File: config.mk
export PLATFORM = sky130hd
export DESIGN_NAME = ifu_fetch_flat
export DESIGN_NICKNAME = d
export VERILOG_FILES = /design/src/rtl/ifu_fetch_if.sv /design/src/rtl/ifu_fetch.sv /design/src/flat_wrapper.sv
export SDC_FILE = /design/constraint.sdc
export NUM_CORES = 1
export LEC_CHECK = 0
export ABC_AREA = 1
export BUFFER_PORTS_ARGS = -buffer_cell sky130_fd_sc_hd__buf_2
export CAP_MARGIN = 30
export CORE_ASPECT_RATIO = 0.7
export CORE_UTILIZATION = 35
export CTS_CLUSTER_SIZE = 14
export DETAILED_ROUTE_END_ITERATION = 12
export PLACE_DENSITY = 0.67
export REMOVE_ABC_BUFFERS = 1
export SKIP_CTS_REPAIR_TIMING = 1
export SLEW_MARGIN = 30
export SYNTH_ARGS = -nofsm -noshare
export SYNTH_HDL_FRONTEND = slang
export SYNTH_SLANG_ARGS = --single-unit
export TNS_END_PERCENT = 50
File: constraint.sdc
create_clock -name clk -period 1.7 [get_ports clk]
set_input_delay 0.17 -clock clk [delete_from_list [all_inputs] [get_ports clk]]
set_output_delay 0.17 -clock clk [all_outputs]
set_load 0.005 [all_outputs]
File: src/rtl/ifu_fetch_if.sv
// rtl/ifu_fetch_if.sv - ifu_fetch bundle: imem read channel, decode handshake, next-PC return
interface ifu_fetch_if #(
   parameter int ADDR_W = 32,
   parameter int DATA_W = 32
);
   // Instruction memory read channel
   logic [ADDR_W-1:0] araddr;
   logic              arvalid;
   logic              arready;
   logic [DATA_W-1:0] rdata;
   logic [1:0]        rresp;
   logic              rvalid;
   logic              rready;
   // Decode-side handshake
   logic [DATA_W-1:0] inst;
   logic [ADDR_W-1:0] pc;
   logic              inst_fault;
   logic              inst_valid;
   logic              inst_ready;
   // Next PC from execute/write-back
   logic [ADDR_W-1:0] npc;
   logic              npc_valid;
   // Completed fetch counter
   logic [31:0]       fetch_cnt;

   modport master (
      output araddr, arvalid, rready,
      input  arready, rdata, rresp, rvalid,
      output inst, pc, inst_fault, inst_valid,
      input  inst_ready,
      input  npc, npc_valid,
      output fetch_cnt
   );

   modport slave (
      input  araddr, arvalid, rready,
      output arready, rdata, rresp, rvalid,
      input  inst, pc, inst_fault, inst_valid,
      output inst_ready,
      output npc, npc_valid,
      input  fetch_cnt
   );
endinterface

File: src/rtl/ifu_fetch.sv
// rtl/ifu_fetch.sv - single-in-flight instruction fetch unit; optional IFU_MISALIGN_CHECK_EN
module ifu_fetch #(
   parameter int              ADDR_W   = 32,
   parameter int              DATA_W   = 32,
   parameter logic [ADDR_W-1:0] RESET_PC = 32'h80000000
) (
   input  logic         clk,
   input  logic         rst,
   ifu_fetch_if.master  bus
);

   localparam logic [2:0] IDLE    = 3'd0;
   localparam logic [2:0] REQ     = 3'd1;
   localparam logic [2:0] WAIT    = 3'd2;
   localparam logic [2:0] HOLD    = 3'd3;
   localparam logic [2:0] WAIT_PC = 3'd4;

   logic [2:0]        state_q, state_d;
   logic [ADDR_W-1:0] pc_q, pc_d;
   logic [DATA_W-1:0] inst_q, inst_d;
   logic              fault_q, fault_d;
   logic [31:0]       cnt_q, cnt_d;

   // Next-state decode: one instruction in flight, advance only on the handshake of the current phase
   always_comb begin
      state_d = state_q;
      pc_d    = pc_q;
      inst_d  = inst_q;
      fault_d = fault_q;
      cnt_d   = cnt_q;
      case (state_q)
         IDLE: begin
`ifdef IFU_MISALIGN_CHECK_EN
            if (RESET_PC[1:0] != 2'b00) begin
               inst_d  = '0;
               fault_d = 1'b1;
               state_d = HOLD;
            end else begin
               state_d = REQ;
            end
`else
            state_d = REQ;
`endif
         end
         REQ: begin
            if (bus.arready) state_d = WAIT;
         end
         WAIT: begin
            if (bus.rvalid) begin
               inst_d  = bus.rdata;
               fault_d = (bus.rresp != 2'b00);
               state_d = HOLD;
            end
         end
         HOLD: begin
            if (bus.inst_ready) begin
               cnt_d   = cnt_q + 32'd1;
               state_d = WAIT_PC;
            end
         end
         WAIT_PC: begin
            if (bus.npc_valid) begin
               pc_d = bus.npc;
`ifdef IFU_MISALIGN_CHECK_EN
               // A misaligned target never reaches memory; it is reported as a faulting fetch
               if (bus.npc[1:0] != 2'b00) begin
                  inst_d  = '0;
                  fault_d = 1'b1;
                  state_d = HOLD;
               end else begin
                  state_d = REQ;
               end
`else
               state_d = REQ;
`endif
            end
         end
         default: state_d = IDLE;
      endcase
   end

   // State registers; reset wins over any transaction in progress
   always_ff @(posedge clk) begin
      if (rst) begin
         state_q <= IDLE;
         pc_q    <= RESET_PC;
         inst_q  <= '0;
         fault_q <= 1'b0;
         cnt_q   <= 32'd0;
      end else begin
         state_q <= state_d;
         pc_q    <= pc_d;
         inst_q  <= inst_d;
         fault_q <= fault_d;
         cnt_q   <= cnt_d;
      end
   end

   // Outputs are decoded from registered state only
   assign bus.araddr     = pc_q;
   assign bus.arvalid    = (state_q == REQ);
   assign bus.rready     = (state_q == WAIT);
   assign bus.inst       = inst_q;
   assign bus.pc         = pc_q;
   assign bus.inst_fault = fault_q;
   assign bus.inst_valid = (state_q == HOLD);
   assign bus.fetch_cnt  = cnt_q;

endmodule

File: src/flat_wrapper.sv
// flat-port wrapper written by rule: the top's interface ports become plain ports
module ifu_fetch_flat 
#(
   parameter int              ADDR_W   = 32,
   parameter int              DATA_W   = 32,
   parameter logic [ADDR_W-1:0] RESET_PC = 32'h80000000
)
  (clk, rst, bus_araddr, bus_arvalid, bus_rready, bus_arready, bus_rdata, bus_rresp, bus_rvalid, bus_inst, bus_pc, bus_inst_fault, bus_inst_valid, bus_inst_ready, bus_npc, bus_npc_valid, bus_fetch_cnt);
  ifu_fetch_if #(.ADDR_W(ADDR_W), .DATA_W(DATA_W)) bus_i ();
  input  logic clk;
  input  logic rst;
  output wire logic [$bits(bus_i.araddr)-1:0] bus_araddr;
  output wire logic [$bits(bus_i.arvalid)-1:0] bus_arvalid;
  output wire logic [$bits(bus_i.rready)-1:0] bus_rready;
  input wire logic [$bits(bus_i.arready)-1:0] bus_arready;
  input wire logic [$bits(bus_i.rdata)-1:0] bus_rdata;
  input wire logic [$bits(bus_i.rresp)-1:0] bus_rresp;
  input wire logic [$bits(bus_i.rvalid)-1:0] bus_rvalid;
  output wire logic [$bits(bus_i.inst)-1:0] bus_inst;
  output wire logic [$bits(bus_i.pc)-1:0] bus_pc;
  output wire logic [$bits(bus_i.inst_fault)-1:0] bus_inst_fault;
  output wire logic [$bits(bus_i.inst_valid)-1:0] bus_inst_valid;
  input wire logic [$bits(bus_i.inst_ready)-1:0] bus_inst_ready;
  input wire logic [$bits(bus_i.npc)-1:0] bus_npc;
  input wire logic [$bits(bus_i.npc_valid)-1:0] bus_npc_valid;
  output wire logic [$bits(bus_i.fetch_cnt)-1:0] bus_fetch_cnt;
  assign bus_araddr = bus_i.araddr;
  assign bus_arvalid = bus_i.arvalid;
  assign bus_rready = bus_i.rready;
  assign bus_i.arready = bus_arready;
  assign bus_i.rdata = bus_rdata;
  assign bus_i.rresp = bus_rresp;
  assign bus_i.rvalid = bus_rvalid;
  assign bus_inst = bus_i.inst;
  assign bus_pc = bus_i.pc;
  assign bus_inst_fault = bus_i.inst_fault;
  assign bus_inst_valid = bus_i.inst_valid;
  assign bus_i.inst_ready = bus_inst_ready;
  assign bus_i.npc = bus_npc;
  assign bus_i.npc_valid = bus_npc_valid;
  assign bus_fetch_cnt = bus_i.fetch_cnt;
  ifu_fetch #(.ADDR_W(ADDR_W), .DATA_W(DATA_W), .RESET_PC(RESET_PC)) u_core (.clk(clk), .rst(rst), .bus(bus_i));
endmodule
==> impl_metrics.tcl <==
set metrics [dict create \
    fin_skew_ns 0.005943 \
    first_pass_grt_wire_length_um 19720 \
    synthToLayoutAreaGrowth_pct 31.36 \
    drv_slew 0 \
    synth_instances 635 \
    synth_area_um2 4441 \
    synth_top_cells_by_count "nand2_1, nor2_1, dfxtp_1" \
    slew-limit-headroom_pct 67.06 \
    critPathRequiredTime_ns 1.91 \
    ant_nets 0 \
    run_status "complete, no violations" \
    ratio_of_cells_with_drive_above_1_in_the_final_layout_pct 32.20 \
    yosysTopAreaCell "dfxtp_1" \
    yosysSeqAreaShare_pct 45.08 \
    post-synth-top-count-cell "nand2_1" \
    netlist_top_cells_area "dfxtp_1, nand2_1, nor2_1" \
    yosys.cell_types.count 25 \
    route.detailed.wl_per_inst_um 12.51 \
    drt_first_iter_violations 284 \
    floorplan.core_area_um2 12380 \
    fp.dieW_um 136.6 \
    final_nets 891 \
    synth_seq_cells 100 \
    synth_enable_flop_cells 0 \
    syn_avg_cell_area_um2 6.993 \
    vias_per_cell 4.503 \
    clk_path_buf_depth 2 \
    total_power_mw 5.623 \
    report.final.hold_viol_count 0 \
    power_density_nw_per_um2 964.0 \
    route.vias.total 4435 \
    drc 0 \
    timing.fmax_mhz 648.0 \
    clkSlewWorstSetupHoldPaths_ns 0.07 \
    insertion_delay_ns 0.34 \
    first_global_vias 3906 \
    setup.worst_path.class "flop to flop" \
    path_max_fanout 11 \
    count_of_buffers_from_port_buffering 203 \
    holdCritPathClass "input pin to flop" \
    antenna_found_initial 0 \
    tritoncts "done" \
    floorplan.die_area_um2 13150 \
    top_layer_used "met4" \
    setup_violations 0 \
    finalWirelength_um 12320 \
    netlist.area_leader.share_pct 45.08 \
    worst_hold_slack_ns 0.03996 \
    gp_routability_congestion 0.8566 \
    detailroute.wirelength.met3_um 904 \
    synth-async-reset-ratio_pct 0 \
    critical_path.endpoint_type "flop" \
    initial_utilization_pct 35.87 \
    leakage_nw 2.934 \
    final_period_minus_worst_setup_slack_ns 1.543 \
    worstSetupStartpointType "flop" \
    cts_buffers 9 \
    grt_max_degree 54 \
    top_level_ports 204 \
    fill_cells 1261 \
    crit_arrival_ns 1.76 \
    globalRouteOverflowTotal 0 \
    row_count 34 \
    antenna_cells_inserted 0 \
    fp.dieH_um 96.24 \
    hpwl_um 9116 \
    grt_setup_unrepaired "yes" \
    max_cap_viol_count 0 \
    utilization_pct 47.12 \
    yosys_most_used_dff "dfxtp_1" \
    cts-htree-levels 3 \
    met1Wirelength_um 5817 \
    clock-sinks 100 \
    timing.final.crit_share_pct 90.78 \
    ys_warn_count 0 \
    maximum_resistive_drop_on_vdd_v 0.0004877 \
    worst-slew-pin-transition_ns 0.4942 \
    cts-root-buf "clkbuf_16" \
    route.met2.wl_um 5412 \
    grt_use_total_pct 19.34 \
    drt_pass1_iterations 7 \
]
-- metal layers --
| layer | up-vias | global-route usage, % |
|---|---|---|
| li1 | 2338 | - |
| met1 | 1922 | 25.52 |
| met2 | 161 | 30.75 |
| met3 | 14 | 5.213 |
| met4 | 0 | 5.833 |
| met5 | - | 0 |
-- registers in the layout, summed over array words and instances, names as in the netlist --
register and flops:
u_core.bus.inst 32, u_core.bus.araddr 32, u_core.bus.fetch_cnt 32, u_core.state_q 3, u_core.bus.inst_fault 1
-- critical path, stage by stage (launching register included) --
cell	delay (ns)
dfxtp_1	0.48
nand4_4	0.27
nor2_4	0.21
buf_4	0.16
buf_4	0.11
xnor2_1	0.12
nor2_1	0.06
-- power breakdown --
part           total (mW)  internal (mW)  switching (mW)
sequential           2.66           2.53           0.122
clock                2.05           1.06           0.986
combinational       0.917          0.392           0.525
-- through the flow --
stage / cells / TNS (ns) / worst slack [ns] / instance area [um2]
finish: 985 / 0 / 0.1567 / 5833
global route: 985 / -0.008697 / -0.008697 / 5833
CTS: 975 / 0 / 0.1003 / 5739
detailed placement: 959 / 0 / 0.1113 / 5445
global placement: 959 / 0 / 0.1610 / 5445
floorplan: 579 / -17.32 / -0.4690 / 4089
-- worst paths after layout --
kind                                             from                      end  slack, ns  cells past startpoint
worst min-delay path                      bus_npc[31]    u_core.bus.araddr[31]       0.04                      3
worst max register to register      u_core.state_q[0]  u_core.bus.fetch_cnt[7]       0.16                      6
worst max-delay path                u_core.state_q[0]  u_core.bus.fetch_cnt[7]       0.16                      6
worst min register to register  u_core.bus.inst_fault    u_core.bus.inst_fault       0.46                      2
-- cell usage in the layout, fill, tap and decap left out, types with 11 or more instances in the layout --
cell type | Yosys | layout
buf_2 | 11 | 203
nand3_1 | 30 | 30
inv_1 | 55 | 55
o21ai_0 | 43 | 42
nor2_1 | 128 | 124
nor3_1 | 11 | 11
nand2_1 | 139 | 137
a21oi_1 | 45 | 45
dfxtp_1 | 100 | 99
buf_4 | 32 | 23
-- cell type report --
cell class                      count  area (um2)  share of cell area [%]
Clock buffer                       10       239.0                   4.097
Clock inverter                      6       55.05                  0.9438
Inverter                           57       214.0                   3.668
Multi-Input combinational cell    422        1891                   32.41
Sequential cell                   100        2003                   34.34
Tap cell                          162       202.7                   3.475
Timing Repair Buffer              228        1229                   21.06
-- kinds of logic (layout without fill, tap and decap cells) --
kind of cell / after synthesis / in the layout / share of synthesized area, %
xor+xnor: 2 / 2 / 0.3945
buf+inv: 113 / 301 / 12.74
compound gates: 91 / 91 / 10.45
flops: 100 / 100 / 45.08
simple gates: 328 / 328 / 31.05
fa+ha+maj: 1 / 1 / 0.2817
Note: power is estimated with default switching activity, not from simulation.
